--- config.mk ---
export PLATFORM = sky130hd
export DESIGN_NAME = operand_fetch_flat
export DESIGN_NICKNAME = d
export VERILOG_FILES = /design/src/rtl/cpu_pkg.sv /design/src/rtl/operand_fetch_if.sv /design/src/rtl/operand_fetch.sv /design/src/flat_wrapper.sv
export SDC_FILE = /design/constraint.sdc
export NUM_CORES = 1
export LEC_CHECK = 0
export CORE_ASPECT_RATIO = 1.25
export CORE_MARGIN = 2
export CORE_UTILIZATION = 36
export CTS_CLUSTER_DIAMETER = 40
export DETAILED_ROUTE_END_ITERATION = 10
export GPL_TIMING_DRIVEN = 0
export PLACE_DENSITY_LB_ADDON = 0.1
export REMOVE_ABC_BUFFERS = 1
export SLEW_MARGIN = 20
export SYNTH_ARGS = -nofsm -noshare
export SYNTH_HDL_FRONTEND = slang
export SYNTH_SLANG_ARGS = --single-unit
--- constraint.sdc ---
create_clock -name clk -period 2.4 [get_ports clk]
set_input_delay 0.72 -clock clk [delete_from_list [all_inputs] [get_ports clk]]
set_output_delay 0.72 -clock clk [all_outputs]
set_load 0.05 [all_outputs]
--- src/rtl/cpu_pkg.sv ---
// Shared widths, fairness limit and FSM encoding for the operand fetch stage.
package cpu_pkg;

    localparam int CPU_REG_ID_LEN   = 4;
    localparam int CPU_REG_SIZE     = 64;
    localparam int CPU_STARVE_LIMIT = 4;

    typedef logic [1:0] fetch_state_t;

    localparam fetch_state_t ST_IDLE   = 2'd0;
    localparam fetch_state_t ST_READ_A = 2'd1;
    localparam fetch_state_t ST_READ_B = 2'd2;
    localparam fetch_state_t ST_HOLD   = 2'd3;

    function automatic int streak_width(input int limit);
        return $clog2(limit + 1);
    endfunction

endpackage

--- src/rtl/operand_fetch_if.sv ---
// Request, operand, writeback and register-file port bundle of the fetch stage.
interface operand_fetch_if
    import cpu_pkg::*;
#(
    parameter int REG_ID_LEN = CPU_REG_ID_LEN,
    parameter int REG_SIZE   = CPU_REG_SIZE
);
    logic                  req_valid;
    logic                  req_ready;
    logic [REG_ID_LEN-1:0] req_rs1;
    logic [REG_ID_LEN-1:0] req_rs2;
    logic                  req_use_rs2;
    logic                  op_valid;
    logic                  op_ready;
    logic [REG_SIZE-1:0]   op_a;
    logic [REG_SIZE-1:0]   op_b;
    logic                  wb_valid;
    logic                  wb_ready;
    logic [REG_ID_LEN-1:0] wb_id;
    logic [REG_SIZE-1:0]   wb_value;
    logic [REG_ID_LEN-1:0] rf_id;
    logic                  rf_write;
    logic [REG_SIZE-1:0]   rf_value;
    logic                  rf_read;
    logic [REG_SIZE-1:0]   rf_out;

    modport slave (
        input  req_valid, req_rs1, req_rs2, req_use_rs2, op_ready,
               wb_valid, wb_id, wb_value, rf_out,
        output req_ready, op_valid, op_a, op_b, wb_ready,
               rf_id, rf_write, rf_value, rf_read
    );

    modport master (
        output req_valid, req_rs1, req_rs2, req_use_rs2, op_ready,
               wb_valid, wb_id, wb_value, rf_out,
        input  req_ready, op_valid, op_a, op_b, wb_ready,
               rf_id, rf_write, rf_value, rf_read
    );

endinterface

--- src/rtl/operand_fetch.sv ---
// Operand fetch FSM sharing one register-file port between operand reads and
// writebacks, with a bounded writeback streak so a pending read cannot starve.
//
// state   | meaning
// IDLE    | accepting a request; writebacks always granted
// READ_A  | reading rs1 unless a writeback takes the port
// READ_B  | reading rs2 unless a writeback takes the port
// HOLD    | operands presented; writebacks always granted
module operand_fetch
    import cpu_pkg::*;
#(
    parameter int REG_ID_LEN   = CPU_REG_ID_LEN,
    parameter int REG_SIZE     = CPU_REG_SIZE,
    parameter int STARVE_LIMIT = CPU_STARVE_LIMIT
) (
    input  logic           clk,
    input  logic           rst_n,
    operand_fetch_if.slave bus
);

    localparam int SW = streak_width(STARVE_LIMIT);
    localparam logic [SW-1:0] STREAK_MAX = SW'(STARVE_LIMIT);
    localparam logic [SW-1:0] STREAK_ONE = SW'(1);

    fetch_state_t          state;
    logic [SW-1:0]         streak;
    logic [REG_ID_LEN-1:0] rs1_q;
    logic [REG_ID_LEN-1:0] rs2_q;
    logic                  use_rs2_q;
    logic [REG_SIZE-1:0]   op_a_q;
    logic [REG_SIZE-1:0]   op_b_q;

    logic in_read;
    logic wb_take;
    logic rd_cycle;

    assign in_read  = (state == ST_READ_A) || (state == ST_READ_B);
    assign wb_take  = bus.wb_valid && (streak < STREAK_MAX);
    assign rd_cycle = rst_n && in_read && !wb_take;

    // Reset gates the handshakes combinationally so nothing is granted while held.
    assign bus.req_ready = rst_n && (state == ST_IDLE);
    assign bus.wb_ready  = rst_n && (!in_read || wb_take);
    assign bus.rf_write  = bus.wb_valid && bus.wb_ready;
    assign bus.rf_read   = rd_cycle;
    assign bus.rf_value  = bus.rf_write ? bus.wb_value : '0;
    assign bus.op_valid  = (state == ST_HOLD);
    assign bus.op_a      = op_a_q;
    assign bus.op_b      = op_b_q;

    always_comb begin
        bus.rf_id = '0;
        if (bus.rf_write) begin
            bus.rf_id = bus.wb_id;
        end else if (rd_cycle) begin
            bus.rf_id = (state == ST_READ_A) ? rs1_q : rs2_q;
        end
    end

    always_ff @(posedge clk or negedge rst_n) begin
        if (!rst_n) begin
            state     <= ST_IDLE;
            streak    <= '0;
            rs1_q     <= '0;
            rs2_q     <= '0;
            use_rs2_q <= 1'b0;
            op_a_q    <= '0;
            op_b_q    <= '0;
        end else begin
            case (state)
                ST_IDLE: begin
                    streak <= '0;
                    if (bus.req_valid) begin
                        rs1_q     <= bus.req_rs1;
                        rs2_q     <= bus.req_rs2;
                        use_rs2_q <= bus.req_use_rs2;
                        state     <= ST_READ_A;
                    end
                end
                ST_READ_A: begin
                    if (wb_take) begin
                        streak <= streak + STREAK_ONE;
                    end else begin
                        streak <= '0;
                        op_a_q <= bus.rf_out;
                        if (use_rs2_q) begin
                            state <= ST_READ_B;
                        end else begin
                            op_b_q <= '0;
                            state  <= ST_HOLD;
                        end
                    end
                end
                ST_READ_B: begin
                    if (wb_take) begin
                        streak <= streak + STREAK_ONE;
                    end else begin
                        streak <= '0;
                        op_b_q <= bus.rf_out;
                        state  <= ST_HOLD;
                    end
                end
                default: begin
                    streak <= '0;
                    if (bus.op_ready) begin
                        state <= ST_IDLE;
                    end
                end
            endcase
        end
    end

endmodule
--- src/flat_wrapper.sv ---
// flat-port wrapper written by rule: the top's interface ports become plain ports
module operand_fetch_flat import cpu_pkg::*;
#(
    parameter int REG_ID_LEN   = CPU_REG_ID_LEN,
    parameter int REG_SIZE     = CPU_REG_SIZE,
    parameter int STARVE_LIMIT = CPU_STARVE_LIMIT
)
  (clk, rst_n, bus_req_valid, bus_req_rs1, bus_req_rs2, bus_req_use_rs2, bus_op_ready, bus_wb_valid, bus_wb_id, bus_wb_value, bus_rf_out, bus_req_ready, bus_op_valid, bus_op_a, bus_op_b, bus_wb_ready, bus_rf_id, bus_rf_write, bus_rf_value, bus_rf_read);
  operand_fetch_if #(.REG_ID_LEN(REG_ID_LEN), .REG_SIZE(REG_SIZE)) bus_i ();
  input  logic clk;
  input  logic rst_n;
  input wire logic [$bits(bus_i.req_valid)-1:0] bus_req_valid;
  input wire logic [$bits(bus_i.req_rs1)-1:0] bus_req_rs1;
  input wire logic [$bits(bus_i.req_rs2)-1:0] bus_req_rs2;
  input wire logic [$bits(bus_i.req_use_rs2)-1:0] bus_req_use_rs2;
  input wire logic [$bits(bus_i.op_ready)-1:0] bus_op_ready;
  input wire logic [$bits(bus_i.wb_valid)-1:0] bus_wb_valid;
  input wire logic [$bits(bus_i.wb_id)-1:0] bus_wb_id;
  input wire logic [$bits(bus_i.wb_value)-1:0] bus_wb_value;
  input wire logic [$bits(bus_i.rf_out)-1:0] bus_rf_out;
  output wire logic [$bits(bus_i.req_ready)-1:0] bus_req_ready;
  output wire logic [$bits(bus_i.op_valid)-1:0] bus_op_valid;
  output wire logic [$bits(bus_i.op_a)-1:0] bus_op_a;
  output wire logic [$bits(bus_i.op_b)-1:0] bus_op_b;
  output wire logic [$bits(bus_i.wb_ready)-1:0] bus_wb_ready;
  output wire logic [$bits(bus_i.rf_id)-1:0] bus_rf_id;
  output wire logic [$bits(bus_i.rf_write)-1:0] bus_rf_write;
  output wire logic [$bits(bus_i.rf_value)-1:0] bus_rf_value;
  output wire logic [$bits(bus_i.rf_read)-1:0] bus_rf_read;
  assign bus_i.req_valid = bus_req_valid;
  assign bus_i.req_rs1 = bus_req_rs1;
  assign bus_i.req_rs2 = bus_req_rs2;
  assign bus_i.req_use_rs2 = bus_req_use_rs2;
  assign bus_i.op_ready = bus_op_ready;
  assign bus_i.wb_valid = bus_wb_valid;
  assign bus_i.wb_id = bus_wb_id;
  assign bus_i.wb_value = bus_wb_value;
  assign bus_i.rf_out = bus_rf_out;
  assign bus_req_ready = bus_i.req_ready;
  assign bus_op_valid = bus_i.op_valid;
  assign bus_op_a = bus_i.op_a;
  assign bus_op_b = bus_i.op_b;
  assign bus_wb_ready = bus_i.wb_ready;
  assign bus_rf_id = bus_i.rf_id;
  assign bus_rf_write = bus_i.rf_write;
  assign bus_rf_value = bus_i.rf_value;
  assign bus_rf_read = bus_i.rf_read;
  operand_fetch #(.REG_ID_LEN(REG_ID_LEN), .REG_SIZE(REG_SIZE), .STARVE_LIMIT(STARVE_LIMIT)) u_core (.clk(clk), .rst_n(rst_n), .bus(bus_i));
endmodule
* After elaboration in Yosys (flattened, before gate mapping)
Cells that the tools add are included.
Operators by class: multiplexer cells 16, div/mod/pow operators 0, reductions and logical operators 18, $add $sub $neg 1, magnitude comparators 1, eq/ne operators 7, shifts and indexed selects 0, $mul 0, bitwise logic cells 1
Operator list (count):
- 64-bit 2-to-1 mux | 4
- 64-bit case mux with 2 select lines | 1
- 4-bit 2-to-1 mux | 3
- 2-bit 2-to-1 mux | 4
- 2-bit inequality test, second input constant | 4
- 4-bit AND reduction | 2
- 1-bit logical AND | 6
- 3-bit 2-to-1 mux | 2
- 2-bit case mux with 3 select lines | 1
- 2-bit equality test, second input constant | 2
- 2-bit AND reduction | 2
- 4-bit nonzero test | 1
- 3-bit by 1-bit adder with 3-bit output, second input constant | 1
- 3-bit < comparator, second input constant | 1
- 2-bit by 1-bit equality test with 1-bit output, second input constant | 1
- 1-bit zero test | 2
- 2-bit zero test | 1
- 1-bit logical OR | 2
- 2-bit nonzero test | 1
- 2-bit OR reduction | 1
- 1-bit 2-to-1 mux | 1
- 1-bit inverter | 1
Storage, ports and cells: flip-flop bits (word level) 142, input bits 146, bits in writable memories 0, memories 0, bits in latches 0, ROM bits 0, word-level logic and storage cells 51, output and inout port bits 201

* Logic depth before layout (Yosys ltp)
Gate-level depths: netlist (run 1).
word-level depth 7, gate-level depth with buffers 8

* Worst setup path before layout (run 1)
Ideal clock, no wire load.
kind reg-to-output, start point reg u_core.state[0], end point out bus_rf_id[0], data arrival time 2193 ps, stages on the path, launching flop included 7, buffers on the path 2, slack -513 ps, required time 1680 ps, cell sequence dfrtp_1 -> inv_1 -> ha_1 -> a21oi_1 -> clkbuf_1 -> buf_2 -> o2bb2ai_1
On the way: longest elaborated chain between the ends 7
RTL lines:
- start, declared | RTL line operand_fetch.sv:25 | fetch_state_t state;
- start signal, assigned | RTL line operand_fetch.sv:62 | state <= ST_IDLE;
- start signal, assigned | RTL line operand_fetch.sv:77 | state <= ST_READ_A;
- start signal, assigned | RTL line operand_fetch.sv:87 | state <= ST_READ_B;
- 2-bit by 1-bit equality test with 1-bit output or 2-bit equality test (tied branches) | RTL line operand_fetch.sv:37 | assign in_read = (state == ST_READ_A) || (state == ST_READ_B);
- 1-bit logical OR (*) | RTL line operand_fetch.sv:37
- 1-bit zero test (*) | RTL line operand_fetch.sv:43 | assign bus.wb_ready = rst_n && (!in_read || wb_take);
- 1-bit logical OR (*) | RTL line operand_fetch.sv:43
- 1-bit logical AND (*) | RTL line operand_fetch.sv:43
- 1-bit logical AND (*) | RTL line operand_fetch.sv:44 | assign bus.rf_write = bus.wb_valid && bus.wb_ready;
- via bus_rf_write | RTL line flat_wrapper.sv:27 | output wire logic [$bits(bus_i.rf_write)-1:0] bus_rf_write;
- 4-bit 2-to-1 mux (*) | RTL line operand_fetch.sv:53 | if (bus.rf_write) begin
- end, declared | RTL line flat_wrapper.sv:26 | output wire logic [$bits(bus_i.rf_id)-1:0] bus_rf_id;
Mark *: on every way through the listed nets, which the timed path passes. The rest lies on a longest branch.

* Worst setup path after layout (run 1)
start point reg u_core.state[0], end point out bus_rf_id[2]
On the way: longest elaborated chain between the ends 7
RTL lines (RTL line):
- 2-bit by 1-bit equality test with 1-bit output or 2-bit equality test (tied branches) | operand_fetch.sv:37, operand_fetch.sv:56
- 1-bit logical OR | operand_fetch.sv:37
- 1-bit zero test | operand_fetch.sv:43
- 1-bit logical OR | operand_fetch.sv:43
- 1-bit logical AND | operand_fetch.sv:43
- 1-bit logical AND | operand_fetch.sv:44
- 4-bit 2-to-1 mux (*) | operand_fetch.sv:53
Mark *: on every way between the ends. The rest lies on a longest branch, timed or not.

==> results.sh, run 1 <==
export IMPL_die_h_um=153.8
export IMPL_p_switching_mw=8.276
export IMPL_grt_total_usage=0.2356
export IMPL_rows=54
export IMPL_pwr_density_cell_nw_per_um2=1499
export IMPL_max_stage_delay_ps=430
export IMPL_wl_per_cell_um=19.49
export IMPL_clock_power_share=0.156
export IMPL_clock_skew_ps=9.204
export IMPL_synth_yosys_warnings=0
export IMPL_r2r_slack_ps=170
export IMPL_grt_max_degree=81
export IMPL_floorplan_die_width_um=123.9
export IMPL_antenna_found_initial=5
export IMPL_vias=5571
export IMPL_setup_ws_ps=-294.1
export IMPL_r2r_end="u_core.bus.op_b[26]$_DFFE_PN0P_"
export IMPL_status="finished, violations left"
export IMPL_area_growth_pct=80.24
export IMPL_netlist_area_um2=6465
export IMPL_worstRegToRegCells=6
export IMPL_cp_max_fo=10
export IMPL_hp_class="in -> async"
export IMPL_grt_overflow=0
export IMPL_worst_ep_arrival_time_ps=1970
export IMPL_clock_latency_ps=420
export IMPL_power_mw=17.47
export IMPL_start_util=0.3694
export IMPL_cts_buffer_depth=2
export IMPL_synth_area_leader_cell="dfrtp_1"
export IMPL_critPathCaptureType="primary output"
export IMPL_timing_final_crit_share=1.123
export IMPL_dieArea_um2=19050
export IMPL_nNetsFinal=1074
export IMPL_drtIter0Drc=215
export IMPL_routabilityCongestion=0.7922
export IMPL_intPower_mw=9.189
export IMPL_critPathBufInv=4
export IMPL_cts_sinks=142
export IMPL_max_freq_mhz=371.2
export IMPL_tritoncts="done"
export IMPL_switching_share=0.4738
export IMPL_finalHoldViolCount=0
export IMPL_maxSlewViolCount=0
export IMPL_drive_gt1_frac=0.3030
export IMPL_synth_seq_area_share=0.5496
export IMPL_drc=0
export IMPL_core_area_um2=17500
export IMPL_cpMaxStageDelayCell="dfrtp_2"
export IMPL_nFillCells=1303
export IMPL_p_seq_frac=0.243
export IMPL_ant_nets=0
export IMPL_timing_final_crit_period_ps=2694
export IMPL_h_tree_depth=4
export IMPL_critPathKind="reg -> out"
export IMPL_synthCells=552
export IMPL_grt_pass1_wl_um=33380
export IMPL_setup_violations=69
export IMPL_cts_clk_slew_worst_paths_ps=60
export IMPL_via_per_inst=4.790
export IMPL_syn_avg_cell_area_um2=11.71
export IMPL_cts_made_buffers=17
export IMPL_first_pass_iters=4
export IMPL_place_ws_ps=-1487
export IMPL_hpwl_um=16370
export IMPL_ys_ff_latch=142
export IMPL_rsz0062_at_grt="yes"
export IMPL_relSlewSlack=0.6008
export IMPL_irDropWorstVdd_uv=654.0
export IMPL_cts_root_buf="clkbuf_16"
export IMPL_synthDistinctLibCells=26
export IMPL_hold_buffers=0
export IMPL_synth_area_leaders="dfrtp_1 55%, mux2_2 13%, mux2i_1 11%"
export IMPL_io_buffers=346
export IMPL_synth_top_area_share=0.5496
export IMPL_combPwrFrac=0.601
export IMPL_drv_cap=0
export IMPL_crit_family="buffers and inverters"
export IMPL_crit_path_cell_trace="inv_4 > ha_4 > a21oi_4 > buf_12 > buf_16 > o2bb2ai_1 > buf_4"
export IMPL_violations="negative setup slack"
export IMPL_max_slew_worst_pin_slew_ps=597.8
export IMPL_required_ps=1680
export IMPL_wirelength_um=22670
export IMPL_grt_pass1_vias=6028
export IMPL_reg2reg_from="u_core.state[1]$_DFFE_PN0P_"
export IMPL_p_leak_nw=5.386
export IMPL_pin_count=347
export IMPL_critPathLaunchType="flop"
[stage by stage]
stage | cell area [µm²] | utilization | TNS [ps] | instances | hold WS (ps)
2_1_floorplan | 6236 | - | -400080 | 516 | 406.8
3_3_place_gp | 9980 | 0.5703 | -1799180 | 1086 | 426.2
3_5_place_dp | 10230 | 0.5844 | -125310 | 1103 | 434.7
4_1_cts | 11320 | 0.6468 | -16520 | 1152 | 128.8
5_1_grt | 11640 | 0.6653 | -19640 | 1159 | 134.3
6_report | 11650 | 0.6659 | -16130 | 1163 | 144.0
[synthesized netlist by cell type, drive strengths merged]
cell	number
a21boi	1
a21oi	2
and2	65
and3	2
buf	22
clkbuf	14
dfrtp	142
ha	7
inv	3
mux2	74
mux2i	68
nand2	133
nand2b	3
nand3	1
nor2	3
nor2b	1
o211ai	3
o21ai	1
o221a	1
o2bb2ai	4
or3	1
or4b	1
[kinds of logic (layout without fill, tap and decap cells)]
family	count (synthesis)	after routing	share of synthesized area
AOI/OAI and AO/OA	12	14	0.01413
muxes	142	142	0.2342
other	0	5	0
adders and majority gates	7	7	0.01355
DFF	142	142	0.5496
buffers and inverters	39	419	0.03716
and+or+nand+nor	210	210	0.1513
[registers in the layout (all words and copies together) (netlist names)]
register / count
u_core.streak: 3
u_core.bus.op_a: 64
u_core.rs2_q: 4
u_core.bus.op_b: 64
u_core.state: 2
u_core.rs1_q: 4
u_core.use_rs2_q: 1
[power by group through the flow]
stage,Sequential [mW],Clock (mW),Combinational (mW)
global route,4.39,2.89,11.0
finish,4.24,2.73,10.5
floorplan,6.74,0,2.58
CTS,4.25,2.79,10.5
detailed placement,4.30,0,10.2
global placement,4.11,0,9.44
[cell type report]
class	count	area (µm²)	share of cell area
Tap cell	224	280.3	0.02405
Clock buffer	20	456.7	0.03919
Inverter	3	16.27	0.001396
Sequential cell	142	3557	0.3053
Timing Repair Buffer	384	4269	0.3664
Clock inverter	12	160.2	0.01374
Multi-Input combinational cell	373	2900	0.2489
Antenna cell	5	12.51	0.001074
[per-layer routing]
layer  part of all wire  wire, µm  vias up  GRT usage
li1                   -         -     2572          -
met1               0.35      7931     2740     0.2356
met2               0.53     11910      233     0.4199
met3               0.10      2374       26     0.1142
met4              0.020       446        0    0.07792
met5                  0         0        -          0
[timing repair]
action / 4_1_cts / 5_1_grt
buffers inserted: 13 / 5
pin swaps: 13 / 4
resized for setup: 562 / 73
gates cloned: 4 / 1
setup endpoints to repair: 108 / 87
[worst register-to-register path, stage by stage (launching register included)]
cell and delay, ps:
dfrtp_2 430, buf_4 160, ha_4 290, or4b_4 770
buf_12 270, nand2_1 110, mux2i_1 80
[cells in the final DEF (no fill, tap or decap), drive strengths merged]
cell / netlist / routed
clkdlybuf4s50: 0 / 270
dfrtp: 142 / 142
nand2: 133 / 133
buf: 22 / 107
mux2: 74 / 74
mux2i: 68 / 68
and2: 65 / 65
clkbuf: 14 / 22
clkinv: 0 / 7
ha: 7 / 7
diode: 0 / 5
a21oi: 2 / 4
o2bb2ai: 4 / 4
inv: 3 / 4
nor2: 3 / 3
o211ai: 3 / 3
bufinv: 0 / 3
nand2b: 3 / 3
clkdlybuf4s15: 0 / 3
and3: 2 / 2
a21boi: 1 / 1
nand3: 1 / 1
nor2b: 1 / 1
or4b: 1 / 1
or3: 1 / 1
o221a: 1 / 1
o21ai: 1 / 1
clkinvlp: 0 / 1
bufbuf: 0 / 1
dlymetal6s2s: 0 / 1
[how the worst max path moves through the flow]
stage	startpoint	to	slack [ps]	depth (start not counted)
finish	u_core.state[0]$_DFFE_PN0P_	bus_rf_id[2]	-290	7
global route	u_core.state[0]$_DFFE_PN0P_	bus_rf_id[2]	-360	7
CTS	u_core.state[1]$_DFFE_PN0P_	bus_rf_id[0]	-330	7
detailed placement	rst_n	bus_rf_value[18]	-1490	6
global placement	rst_n	bus_rf_value[60]	-8340	5
floorplan	u_core.state[0]$_DFFE_PN0P_	u_core.bus.op_b[0]$_DFFE_PN0P_	-3970	4
(Power assumes the default switching activity.)
==> inputs of run 2 (changes only) <==
--- a/constraint.sdc
+++ b/constraint.sdc
@@ -3,2 +3,2 @@
 set_output_delay 0.72 -clock clk [all_outputs]
-set_load 0.05 [all_outputs]
+set_load 0.02 [all_outputs]
==> results.sh, run 2 (synthesis results as in run 1) <==
export IMPL_cts_root_buf="clkbuf_16"
export IMPL_clock_latency_ps=420
export IMPL_clock_power_share=0.185
export IMPL_place_ws_ps=-1288
export IMPL_dp_cells=1103
export IMPL_routed_wl_met3_um=2315
export IMPL_area_growth_pct=76.39
export IMPL_most_common_layout_cells="271 x clkdlybuf4s50_1, 139 x dfrtp_1, 131 x nand2_1"
export IMPL_h_tree_depth=4
export IMPL_whs_ps=112.1
export IMPL_tns_ps=-13660
export IMPL_core_area_um2=17500
export IMPL_route_met2_wl_um=11920
export IMPL_ant_nets=0
export IMPL_cts_clk_slew_worst_paths_ps=60
export IMPL_clock_skew_ps=9.471
export IMPL_relSlewSlack=0.6803
export IMPL_drc=0
export IMPL_setup_ws_ps=-239.3
export IMPL_wirelength_um=22780
export IMPL_die_h_um=153.8
export IMPL_setup_violations=68
export IMPL_p_leak_nw=5.319
export IMPL_drive_gt1_frac=0.2987
export IMPL_intPower_mw=9.217
export IMPL_critPathKind="reg -> out"
export IMPL_first_pass_iters=4
export IMPL_floorplan_die_width_um=123.9
export IMPL_wl_per_cell_um=19.60
export IMPL_irDropWorstVdd_uv=576.9
export IMPL_max_slew_worst_pin_slew_ps=479.5
export IMPL_p_switching_mw=5.528
export IMPL_finalHoldViolCount=0
export IMPL_worst_ep_arrival_time_ps=1920
export IMPL_timing_final_crit_share=1.100
export IMPL_maxSlewViolCount=0
export IMPL_nNetsFinal=1074
export IMPL_layout_commonest_cell="clkdlybuf4s50_1"
export IMPL_grt_overflow=0
export IMPL_cts_sinks=142
export IMPL_p_seq_frac=0.288
export IMPL_pwr_density_cell_nw_per_um2=1293
export IMPL_switching_share=0.3749
export IMPL_hp_class="in -> async"
export IMPL_via_per_inst=4.795
export IMPL_hpwl_um=16370
export IMPL_critPathLaunchType="flop"
export IMPL_met1Wirelength_um=7997
export IMPL_cts_buffer_depth=2
export IMPL_tritoncts="done"
export IMPL_instances_no_fill=1162
export IMPL_hold_buffers=0
export IMPL_final_area_um2=11400
export IMPL_start_util=0.3694
export IMPL_routabilityCongestion=0.7922
export IMPL_required_ps=1680
export IMPL_status="finished, violations left"
export IMPL_antenna_found_initial=4
export IMPL_drv_cap=0
export IMPL_io_buffers=346
export IMPL_drtIter0Drc=209
export IMPL_grt_pass1_vias=6031
export IMPL_rows=54
export IMPL_grt_total_usage=0.2387
export IMPL_cts_made_buffers=17
export IMPL_violations="negative setup slack"
export IMPL_grt_max_degree=81
export IMPL_rsz0062_at_grt="yes"
export IMPL_cp_max_fo=10
export IMPL_max_freq_mhz=378.9
export IMPL_pin_count=347
export IMPL_vias=5572
export IMPL_highest_layer="met4"
export IMPL_dpl_instance_area_um2=10230
export IMPL_timing_final_crit_period_ps=2639
export IMPL_dieArea_um2=19050
export IMPL_grt_pass1_wl_um=33780
export IMPL_combPwrFrac=0.527
export IMPL_critPathCaptureType="primary output"
==> run 2: path summary, 6_finish.rpt <==
check	cells after the start	start	slack, ps	to
max	7	u_core.state[1]$_DFFE_PN0P_	-240	bus_rf_value[23]
min	1	rst_n	110	u_core.state[0]$_DFFE_PN0P_
max reg2reg	6	u_core.state[1]$_DFFE_PN0P_	170	u_core.bus.op_b[26]$_DFFE_PN0P_
min reg2reg	1	u_core.streak[0]$_DFF_PN0_	480	u_core.streak[0]$_DFF_PN0_
max in group asynchronous	2	rst_n	1680	u_core.bus.op_a[43]$_DFFE_PN0P_
min in group clk	1	u_core.streak[0]$_DFF_PN0_	480	u_core.streak[0]$_DFF_PN0_
==> run 2: per-layer routing <==
metal | global-route usage | up-vias
li1 | - | 2569
met1 | 0.2383 | 2738
met2 | 0.4294 | 232
met3 | 0.1120 | 33
met4 | 0.07792 | 0
met5 | 0 | -
==> run 2: final cells by class <==
class	count	area [µm²]
Tap cell	224	280.3
Multi-Input combinational cell	372	2882
Timing Repair Buffer	385	4044
Sequential cell	142	3557
Clock inverter	12	160.2
Antenna cell	4	10.01
Inverter	3	13.76
Fill cell	1354	6096
Clock buffer	20	456.7
==> run 2: power by group through the flow <==
stage,Combinational (mW),Clock (mW),Sequential [mW]
floorplan,2.38,0,4.86
global placement,6.88,0,4.11
detailed placement,7.46,0,4.30
CTS,7.79,2.79,4.25
global route,8.27,2.88,4.39
finish,7.78,2.73,4.24
==> run 2: what timing repair did <==
item                                   4_1_cts  5_1_grt
setup endpoints to repair                  108       71
endpoints found under the hold margin        0        0
pin swaps                                   15       11
cloned                                       4        1
setup buffers                               17        3
resized for setup                          463       42
==> run 2: stage by stage <==
stage,utilization,power (mW)
6_report,0.6517,14.74
5_1_grt,0.6511,15.54
4_1_cts,0.6419,14.82
3_5_place_dp,0.5844,11.76
3_3_place_gp,0.5703,10.99
2_1_floorplan,-,7.239
==> run 2: critical path, cell delays in order, from the launching register on <==
cell,delay (ps)
dfrtp_2,420
inv_2,80
ha_4,220
a21oi_4,190
buf_12,160
clkbuf_16,160
and2_1,150
buf_6,120
